## config.mk

```make
export PLATFORM = sky130hd
export DESIGN_NAME = ita_weight_buffer
export DESIGN_NICKNAME = d
export VERILOG_FILES = /design/src/rtl/ita_package.sv /design/src/rtl/ita_weight_buffer.sv
export SDC_FILE = /design/constraint.sdc
export NUM_CORES = 1
export LEC_CHECK = 0
export ABC_AREA = 1
export CAP_MARGIN = 20
export CORE_MARGIN = 3
export CORE_UTILIZATION = 53
export CTS_CLUSTER_SIZE = 16
export DETAILED_ROUTE_END_ITERATION = 10
export GPL_TIMING_DRIVEN = 0
export PLACE_DENSITY = 0.79
export SLEW_MARGIN = 10
export SYNTH_ARGS = -nofsm -noshare
export SYNTH_HDL_FRONTEND = slang
export SYNTH_SLANG_ARGS = --single-unit
export TNS_END_PERCENT = 50
```

## constraint.sdc

```tcl
create_clock -name clk_i -period 6.7 [get_ports clk_i]
set_clock_uncertainty 0.1 [all_clocks]
set_input_delay 1.34 -clock clk_i [delete_from_list [all_inputs] [get_ports clk_i]]
set_output_delay 1.34 -clock clk_i [all_outputs]
set_load 0.01 [all_outputs]
```

## src/rtl/ita_package.sv

```systemverilog
// ita_package
// Shared types and constants for the ITA datapath.
//   weight_t        : one weight tile, TILE_N signed elements of WEIGHT_W bits,
//                     as fed to the inp2 operand mux.
//   DEFAULT_REUSE_W : default width of the per-tile reuse counter.
package ita_package;

    localparam int unsigned WEIGHT_W        = 8;
    localparam int unsigned TILE_N          = 4;
    localparam int unsigned DEFAULT_REUSE_W = 16;

    typedef logic signed [WEIGHT_W-1:0] weight_elem_t;
    typedef weight_elem_t [TILE_N-1:0]  weight_t;

endpackage

```

## src/rtl/ita_weight_buffer.sv

```systemverilog
// ita_weight_buffer
// Two-entry ping-pong buffer for weight tiles. Each tile is stored with a
// reuse length and stays at the head until it has been consumed that many
// times (calc_en_i cycles), then the next tile takes its place.
//
// Ports
//   clk_i          : clock, rising edge
//   rst_i          : synchronous active-high reset (highest priority)
//   clear_i        : synchronous flush of all buffered tiles
//   weight_valid_i : upstream tile valid
//   weight_ready_o : buffer can accept a tile this cycle
//   weight_i       : incoming tile
//   reuse_len_i    : consume cycles for the incoming tile (0 behaves as 1)
//   calc_en_i      : downstream consumes the head tile this cycle
//   weight_valid_o : head tile present
//   weight_o       : head tile ('0 when empty)
//   last_use_o     : this consume cycle is the head tile's final one
//   occupancy_o    : number of stored tiles, 0..2
module ita_weight_buffer
    import ita_package::*;
#(
    parameter int unsigned REUSE_W = DEFAULT_REUSE_W
) (
    input  logic               clk_i,
    input  logic               rst_i,
    input  logic               clear_i,
    input  logic               weight_valid_i,
    output logic               weight_ready_o,
    input  weight_t            weight_i,
    input  logic [REUSE_W-1:0] reuse_len_i,
    input  logic               calc_en_i,
    output logic               weight_valid_o,
    output weight_t            weight_o,
    output logic               last_use_o,
    output logic [1:0]         occupancy_o
);

    weight_t            r_mem [2];
    logic [REUSE_W-1:0] r_len [2];
    logic               r_wr_ptr;
    logic               r_rd_ptr;
    logic [1:0]         r_occ;
    logic [REUSE_W-1:0] r_use_cnt;

    logic               w_valid;
    logic               w_ready;
    logic               w_accept;
    logic               w_release;
    logic               w_consume;
    logic [REUSE_W-1:0] w_len_eff;

    // Ready depends only on registered occupancy, so a release while full
    // frees the slot for the next cycle, never the current one.
    assign w_valid   = (r_occ != 2'd0);
    assign w_ready   = (r_occ < 2'd2);
    assign w_accept  = weight_valid_i && w_ready;
    assign w_consume = w_valid && calc_en_i;

    // A stored length of 0 is treated as 1 so the tile still retires.
    assign w_len_eff = (r_len[r_rd_ptr] == '0) ? REUSE_W'(1) : r_len[r_rd_ptr];
    assign w_release = w_consume && (r_use_cnt == (w_len_eff - REUSE_W'(1)));

    assign weight_ready_o = w_ready;
    assign weight_valid_o = w_valid;
    assign last_use_o     = w_release;
    assign occupancy_o    = r_occ;
    assign weight_o       = w_valid ? r_mem[r_rd_ptr] : '0;

    // Control state: pointers, occupancy and use counter.
    always_ff @(posedge clk_i) begin
        if (rst_i || clear_i) begin
            r_wr_ptr  <= 1'b0;
            r_rd_ptr  <= 1'b0;
            r_occ     <= 2'd0;
            r_use_cnt <= '0;
        end else begin
            if (w_accept) begin
                r_wr_ptr <= ~r_wr_ptr;
            end

            if (w_release) begin
                r_rd_ptr  <= ~r_rd_ptr;
                r_use_cnt <= '0;
            end else if (w_consume) begin
                r_use_cnt <= r_use_cnt + REUSE_W'(1);
            end

            case ({w_accept, w_release})
                2'b10:   r_occ <= r_occ + 2'd1;
                2'b01:   r_occ <= r_occ - 2'd1;
                default: r_occ <= r_occ;
            endcase
        end
    end

    // Tile storage carries no reset; an entry is only visible once
    // occupancy covers it, and reset/clear zero the occupancy.
    always_ff @(posedge clk_i) begin
        if (w_accept && !rst_i && !clear_i) begin
            r_mem[r_wr_ptr] <= weight_i;
            r_len[r_wr_ptr] <= reuse_len_i;
        end
    end

endmodule
```

== Word-level counts from Yosys, hierarchy flattened ==
Memory sizes are Yosys's and may differ from the RTL's. A register that Yosys moved wholly into a read port is not among the register bits.
Cells that the tools add are included.

* $lt $le $gt $ge: 1
* Multipliers: 0
* Reduce and logical (&&, ||, !) cells: 12
* Shift-type cells: 0
* Multiplexer cells: 9
* Equal/unequal tests: 3
* Bitwise operators: 2
* Div/mod/pow operators: 0
* Add/subtract/negate cells: 4

{| class="wikitable"
|+ Operators with widths
! operator !! number
|-
| $mux 32 || 1
|-
| $add 16x1->16 const B || 1
|-
| $eq 16x16->1 || 1
|-
| $logic_not 16->1 || 1
|-
| $mux 16 || 1
|-
| $sub 16x1->16 const B || 1
|-
| $mux 1 || 6
|-
| $logic_and 1x1->1 || 5
|-
| $pmux 2 s2 || 1
|-
| $reduce_bool 2->1 || 2
|-
| $add 2x1->2 const B || 1
|-
| $eq 2x1->1 const B || 1
|-
| $eq 2x2->1 const B || 1
|-
| $logic_not 1->1 || 2
|-
| $lt 2x2->1 const B || 1
|-
| $not 1->1 || 2
|-
| $reduce_or 2->1 || 1
|-
| $sub 2x1->2 const B || 1
|-
| $logic_or 1x1->1 || 1
|}

* Memory bits (writable): 96
* Latch bits: 0
* Output and inout bits: 37
* Input port bits: 53
* Memories: 2
* Word-level logic and storage cells: 37
* Flip-flop bits (word level): 20
* Memory bits (read-only): 0

{| class="wikitable"
|+ Memories
! memory !! depth !! width !! read ports !! clocked after memory_dff !! wr ports !! line !! RTL
|-
| r_mem || 2 || 32 || 1 || 1 || 1 || ita_weight_buffer.sv:38 || <nowiki>weight_t r_mem [2];</nowiki>
|-
| r_len || 2 || 16 || 1 || 1 || 1 || ita_weight_buffer.sv:39 || <nowiki>logic [REUSE_W-1:0] r_len [2];</nowiki>
|}

== Depth between registers and ports, before layout ==
Gate-level depths: netlist of the first run.

* Word-level depth: 7
* Depth in mapped cells: 28
* Gate-level depth less buffers: 26

== Worst setup path after synthesis of the first run ==
Ideal clock, no wire load.

* Path kind: input to register
* Start: input clear_i
* End: memory r_len[1][0] (netlist name) (enable)
* Stages: 3
* Data arrival time: 4995 ps
* Data required time: 6087 ps
* Setup time: 513 ps
* Setup slack: 1092 ps
* Path buffers: 0
* Cell sequence: nor2_1 > inv_1 > nor3_1

* Longest elaborated chain between the ends: 4

{| class="wikitable"
|+ Ends and longest elaborated chain
! element !! line !! RTL
|-
| from (decl) || ita_weight_buffer.sv:26 || <nowiki>input logic clear_i,</nowiki>
|-
| $logic_not 1->1 || ita_weight_buffer.sv:99 || <nowiki>if (w_accept && !rst_i && !clear_i) begin</nowiki>
|-
| $logic_and 1x1->1 || ita_weight_buffer.sv:99 ||
|-
| $mux 1 || ita_weight_buffer.sv:99 ||
|-
| $mux 1 (implied by the code) || ita_weight_buffer.sv:101 || <nowiki>r_len[r_wr_ptr] <= reuse_len_i;</nowiki>
|-
| to (decl) || ita_weight_buffer.sv:39 ||
|}

No other way between the ends.

==> results of run 1 <==
[cells in the mapped netlist (all sizes together)]
library cell | count | area (um^2)
a21oi | 43 | 215.2
buf | 10 | 80.07
clkbuf | 6 | 22.52
dfxtp | 21 | 420.4
edfxtp | 96 | 2883
ha | 3 | 37.54
inv | 65 | 246.5
nand2 | 186 | 703.2
nand3 | 19 | 105.1
nand3b | 1 | 7.510
nand4 | 14 | 87.58
nor2 | 50 | 210.2
nor3 | 9 | 55.05
nor3b | 1 | 7.510
nor4 | 1 | 6.260
o211ai | 1 | 7.510
o21ai | 13 | 80.08
o21bai | 1 | 7.510
or2 | 1 | 6.260
xnor2 | 3 | 26.28
xor2 | 25 | 219.0
[sequential cells by signal, indices dropped and copies added, names as in the netlist, named ones only]
| signal | cells |
|---|---|
| occupancy_o | 2 |
| r_len | 32 |
| r_mem | 64 |
| r_rd_ptr | 1 |
| r_use_cnt | 16 |
| r_wr_ptr | 1 |
[placed cells by master, fill, tap and decap left out, types with 2 or more instances in the layout]
cell | Yosys | routed
nor2_4 | 2 | 3
edfxtp_1 | 96 | 96
xnor2_1 | 3 | 3
ha_1 | 3 | 3
buf_6 | 5 | 5
clkdlybuf4s50_1 | 0 | 89
nand2_1 | 184 | 184
clkbuf_16 | 0 | 16
o21ai_0 | 11 | 11
nand2_2 | 2 | 2
dfxtp_1 | 21 | 21
clkbuf_1 | 6 | 11
clkinvlp_4 | 0 | 3
nor3_1 | 7 | 6
nand3_1 | 17 | 17
inv_2 | 3 | 3
buf_4 | 1 | 5
buf_1 | 3 | 3
xor2_1 | 25 | 25
a21oi_1 | 43 | 43
clkinv_2 | 0 | 5
nor2_2 | 3 | 3
nand4_1 | 14 | 14
nor2_1 | 45 | 44
nor3_2 | 2 | 3
nand3_2 | 2 | 2
inv_1 | 61 | 61
[final cells by class]
type                    count  area, um^2  area share (%)
plain buffers              16       102.6           1.454
clock buffers              22       432.9           6.137
well taps                 133       166.4           2.359
flip-flops and latches    117        3303           46.83
inverters                  65       246.5           3.494
clock inverters            10       60.06          0.8514
repair buffers             94       948.4           13.44
multi-input cells         371        1794           25.43
[metal layers]
layer  GRT usage, %  share of wire (%)  vias up
li1               -                  -     2094
met1          25.67                 41     1992
met2          36.82                 50      148
met3          7.738                6.9       20
met4          8.584                1.8        0
met5              0                  0        -
[through the flow]
stage	std cells	instance area, um^2
final	828	7054
after global routing	828	7054
after CTS	828	7054
after detailed placement	796	6561
after global placement	791	6491
after floorplan	569	5434
[worst max-delay path: stages, from the launching register on]
cell             delay (ps)
dfxtp_1                 330
buf_6                   130
inv_4                    60
buf_6                   140
nand2_1                  60
nand2_1                 100
nand2_1                 160
inv_1                    60
nand2_1                  70
nor2_1                   50
nand2_2                 130
nand2_1                 130
inv_1                    80
ha_1                    180
nand2_1                 130
o21ai_0                 360
a21oi_1                 210
nor3b_1                 290
nand3b_1                120
nor2_1                  280
clkdlybuf4s50_1         600
[logic make-up (layout without fill, tap and decap cells)]
group | after synthesis | in the layout | synth area share (%)
AO/OA/AOI/OAI | 58 | 58 | 5.711
AND/OR/NAND/NOR | 282 | 282 | 21.87
adder cells (fa/ha/maj) | 3 | 3 | 0.6908
flip-flops | 117 | 117 | 60.79
buffers and inverters | 81 | 207 | 6.424
XOR/XNOR | 28 | 28 | 4.513
[worst paths after layout]
check                                      end  slack [ps]  depth (start not counted)
worst max-delay path                last_use_o        1070                         20
worst min register to register        r_wr_ptr         360                          2
worst max register to register  occupancy_o[1]        2660                         24
worst min-delay path                  r_wr_ptr         360                          2
[report_power, final]
group / internal, mW / switching (mW)
clock: 0.448 / 0.301
combinational: 0.0539 / 0.0489
sequential: 0.800 / 0.00356
total: 1.30 / 0.353
==> impl_metrics.toml, run 1 <==
[timing]
slew_viol_final = 0
fmax_mhz = 177.6
finalHoldViolations = 0
setup_slack_ps = 1069
worst_pin_slew_ps = 841.6
relSlewSlack_pct = 43.76
rsz0062_at_grt = "false"
period_needed_ps = 5631
setup_tns_ps = 0
hold_ws_ps = 360.0
finalSetupViolCount = 0
fin_crit_sh_pct = 84.05

[worst_hold_path]
hold_path_class = "reg -> reg"
worstHoldStart = "r_wr_ptr"

[run]
maxCapViolations = 0

[placed_design]
place.gp.congestion = 0.9274
io_buffers = 89
dp_slack_ps = 1806
dpl.hpwl_um = 8647

[pwr]
finalPower_mw = 1.655
power.density_nw_per_um2 = 234.6
peakVddDrop_mv = 0.1785
p_leak_nw = 2.686

[yosys]
syn_inst = 569
synth_nets = 625
yosysUniqueCellTypes = 33
ys_seq_elements = 117
synth_area_um2 = 5434
syn_area_per_cell_um2 = 9.550
ys_seq_area_share_pct = 60.79
synth_warnings = 0

[routing]
drt-wirelength-per-cell_um = 14.86
totalWireLength_um = 12310
vias_per_cell = 5.138
vias = 4254
drt_iter0_markers = 250
drt_pass1_iterations = 5
drc_errors = 0
ant_nets = 0

[finish]
syn2layout_area_growth_pct = 29.82
antennaDiodeCount = 0
fin_nets = 738
fillerInstances = 666
final_core_util_pct = 71.51
layout-drive-gt1-share_pct = 8.345

[cts]
cts_htree_levels = 4
clockRootBuffer = "clkbuf_8"
cts_resized = 0
postCtsSetupBuffers = 0
hold_buffers = 0
path_clk_slew_ps = 50
cts.path.max_buffers = 2
clkSinkCount = 117
numCtsBuffers = 17
insertion_delay_ps = 520
cts_tree = "done"

[floorplanning]
die_x_um = 107.3
start_util_pct = 55.09
num_rows = 36
core_um2 = 9864
ios = 90
die_y_um = 107.3
dieArea_um2 = 11500

[global_routing]
antenna_found_initial = 0
grt_pass1_vias = 4286
grt_pass1_wl_um = 19420
grt_overflow = 0
grt_max_degree = 27
grt_usage_pct = 21.90

[critical_path]
worstPathArrival_ps = 4190
path_class = "reg -> out"
worstPathRequired_ps = 5260
cp_max_fo = 10
start_kind = "flip-flop"
endpoint_kind = "primary output"

[run_status]
status = "completed"
Power figures use the tool's default switching activity.
==> inputs of run 2 (changes only) <==
Clock period 6.7 ns to 5.49 ns, I/O delays scaled along.
==> run 2 against run 1 <==
Worst hold slack hardly changed. Register-to-register slack worse by 1000 ps. Highest routed layer unchanged. Setup slack worse by 760 ps. Clock power is 22% higher. Count of clock-buffer cells in the layout stayed put. Die area stayed put. Flip-flop and latch count stayed put. Critical path type unchanged. Combinational power is 22% higher. Critical path depth is 1 higher. Global-route usage stayed put. Cell count stayed put. Core utilization is 0.076 points higher.
==> impl_metrics.toml, run 2 (same netlist as run 1, synthesis figures left out) <==
[cts]
path_clk_slew_ps = 50
clkSinkCount = 117
cts_tree = "done"
numCtsBuffers = 17
insertion_delay_ps = 520
cts_htree_levels = 4
cts.path.max_buffers = 2
clockRootBuffer = "clkbuf_8"

[pwr]
power.density_nw_per_um2 = 286.0
combPwrFrac_pct = 6.2
finalPower_mw = 2.019
p_seq_share_pct = 48.6
p_int_mw = 1.589
clkPwrFrac_pct = 45.2
peakVddDrop_mv = 0.2187
p_leak_nw = 2.688
swShare_pct = 21.33
power.switching_mw = 0.4308

[worst_hold_path]
min_to = "r_wr_ptr"
hold_depth = 2
worstHoldStart = "r_wr_ptr"
hold_path_class = "reg -> reg"

[timing]
finalSetupViolCount = 0
setup_tns_ps = 0
worst_pin_slew_ps = 853.6
fmax_mhz = 192.9
slew_viol_final = 0
relSlewSlack_pct = 42.96
rsz0062_at_grt = "false"
fin_crit_sh_pct = 94.45
period_needed_ps = 5185
finalHoldViolations = 0

[floorplanning]
dieArea_um2 = 11500
num_rows = 36
ios = 90
core_um2 = 9864
start_util_pct = 55.09
die_x_um = 107.3
die_y_um = 107.3

[critical_path]
cp_slowest_cell = "clkdlybuf4s50_1"
cp_max_fo = 10
path_class = "reg -> out"
r2r_end = "occupancy_o[1]"
worstPathArrival_ps = 3990
reg2reg_depth = 25
slowest_delay_ps = 570
crit_path_frequent_cell = "nand2_1"
start_kind = "flip-flop"
path_cells = "buf_6 > inv_4 > buf_6 > nand2_1 > nand2_1 > nand2_1 > inv_1 > nand2_1 > nor2_1 > nand2_2 > nand2_1 > inv_1 > ha_1 > nand2_1 > inv_1 > nand3_1 > a21oi_1 > nor3b_2 > nand3b_1 > nor2_2 > clkdlybuf4s50_1"
endpoint_kind = "primary output"
rrSetupSlack_ps = 1650
worstPathRequired_ps = 4290

[global_routing]
grt-busiest-layer = "met2"
grt_pass1_wl_um = 19420
grt_overflow = 0
antenna_found_initial = 0
grtUsageMet1_pct = 25.67
grt_max_degree = 27
gr-usage-met3_pct = 7.738
gr-usage-met2_pct = 36.82
grt_pass1_vias = 4286
grt_usage_pct = 21.90

[finish]
antennaDiodeCount = 0
regArea_um2 = 3303
multi_input_area_um2 = 1802
final_cell_mix = "nand2_1 (184), edfxtp_1 (96), clkdlybuf4s50_1 (89)"
layout-drive-gt1-share_pct = 8.633
top_register = "r_mem"
largest_reg_flops = 64
mostFrequentLayoutCell = "nand2_1"
syn2layout_area_growth_pct = 29.96
fillerInstances = 664
fin_nets = 738
reg.largest.list = "r_mem (64), r_len (32), r_use_cnt (16)"

[routing]
drt_iter0_markers = 229
drt_pass1_iterations = 6
ant_nets = 0
vias_per_cell = 5.179
vias = 4288
drt-wirelength-per-cell_um = 14.88
drc_errors = 0
totalWireLength_um = 12320

[run]
maxCapViolations = 0

[placed_design]
dpl.hpwl_um = 8647
io_buffers = 89
place.gp.congestion = 0.9274

[run_status]
status = "completed"
-- run 2: cell counts in the layout (fill, tap and decap cells not counted) --
Identical to the previous run, type by type.
-- run 2: how the worst max path moves through the flow --
stage / cells past startpoint / slack (ps) / end
after floorplan: 3 / 120 / r_len[1][0]
after global placement: 4 / -1990 / r_len[1][15]
after detailed placement: 21 / 840 / last_use_o
after CTS: 20 / 150 / last_use_o
after global routing: 23 / 20 / last_use_o
final: 21 / 300 / last_use_o
-- run 2: routing by layer --
layer  wire (um)  up-vias
met3         832       24
met1        5017     2010
met4         257        0
met5           0        -
met2        6210      157
li1            -     2097
-- run 2: layout make-up --
| class | count | share of cell area, % |
|---|---|---|
| sequential | 117 | 46.78 |
| clock buffer | 22 | 6.130 |
| clock inverter | 10 | 0.8505 |
| tap | 133 | 2.356 |
| buffer | 16 | 1.453 |
| inverter | 65 | 3.490 |
| multi-input combinational | 371 | 25.51 |
| timing repair buffer | 94 | 13.43 |
-- run 2: worst max-delay path: cells and delay by family, from the launching register on --
family | cells | cell delay, ps
simple gates | 12 | 1570
buf+inv | 7 | 1200
compound gates | 1 | 150
flops | 1 | 310
fa+ha+maj | 1 | 220
-- run 2: what timing repair did --
item / 4_1_cts / 5_1_grt
buffers inserted: 0 / 0
endpoints found under the setup margin: 0 / 1
hold buffers: 0 / 0
resized for setup: 0 / 3
-- run 2: through the flow --
step | setup WS, ps | area, um^2 | hold slack [ps] | cells | utilization, %
floorplan | 123.9 | 5434 | 339.9 | 569 | -
global placement | -1989 | 6491 | 348.2 | 791 | 65.80
detailed placement | 838.4 | 6561 | 351.9 | 796 | 66.51
CTS | 150.0 | 7054 | 360.4 | 828 | 71.51
global route | 21.59 | 7062 | 383.1 | 828 | 71.59
finish | 304.9 | 7062 | 360.0 | 828 | 71.59
-- run 2: power groups by stage --
stage               combinational (mW)  sequential, mW  clock [mW]
CTS                              0.126           0.981       0.922
detailed placement               0.124           0.998           0
floorplan                       0.0470           0.999           0
global route                     0.136           0.981       0.970
finish                           0.126           0.981       0.913
global placement                 0.117           0.999           0
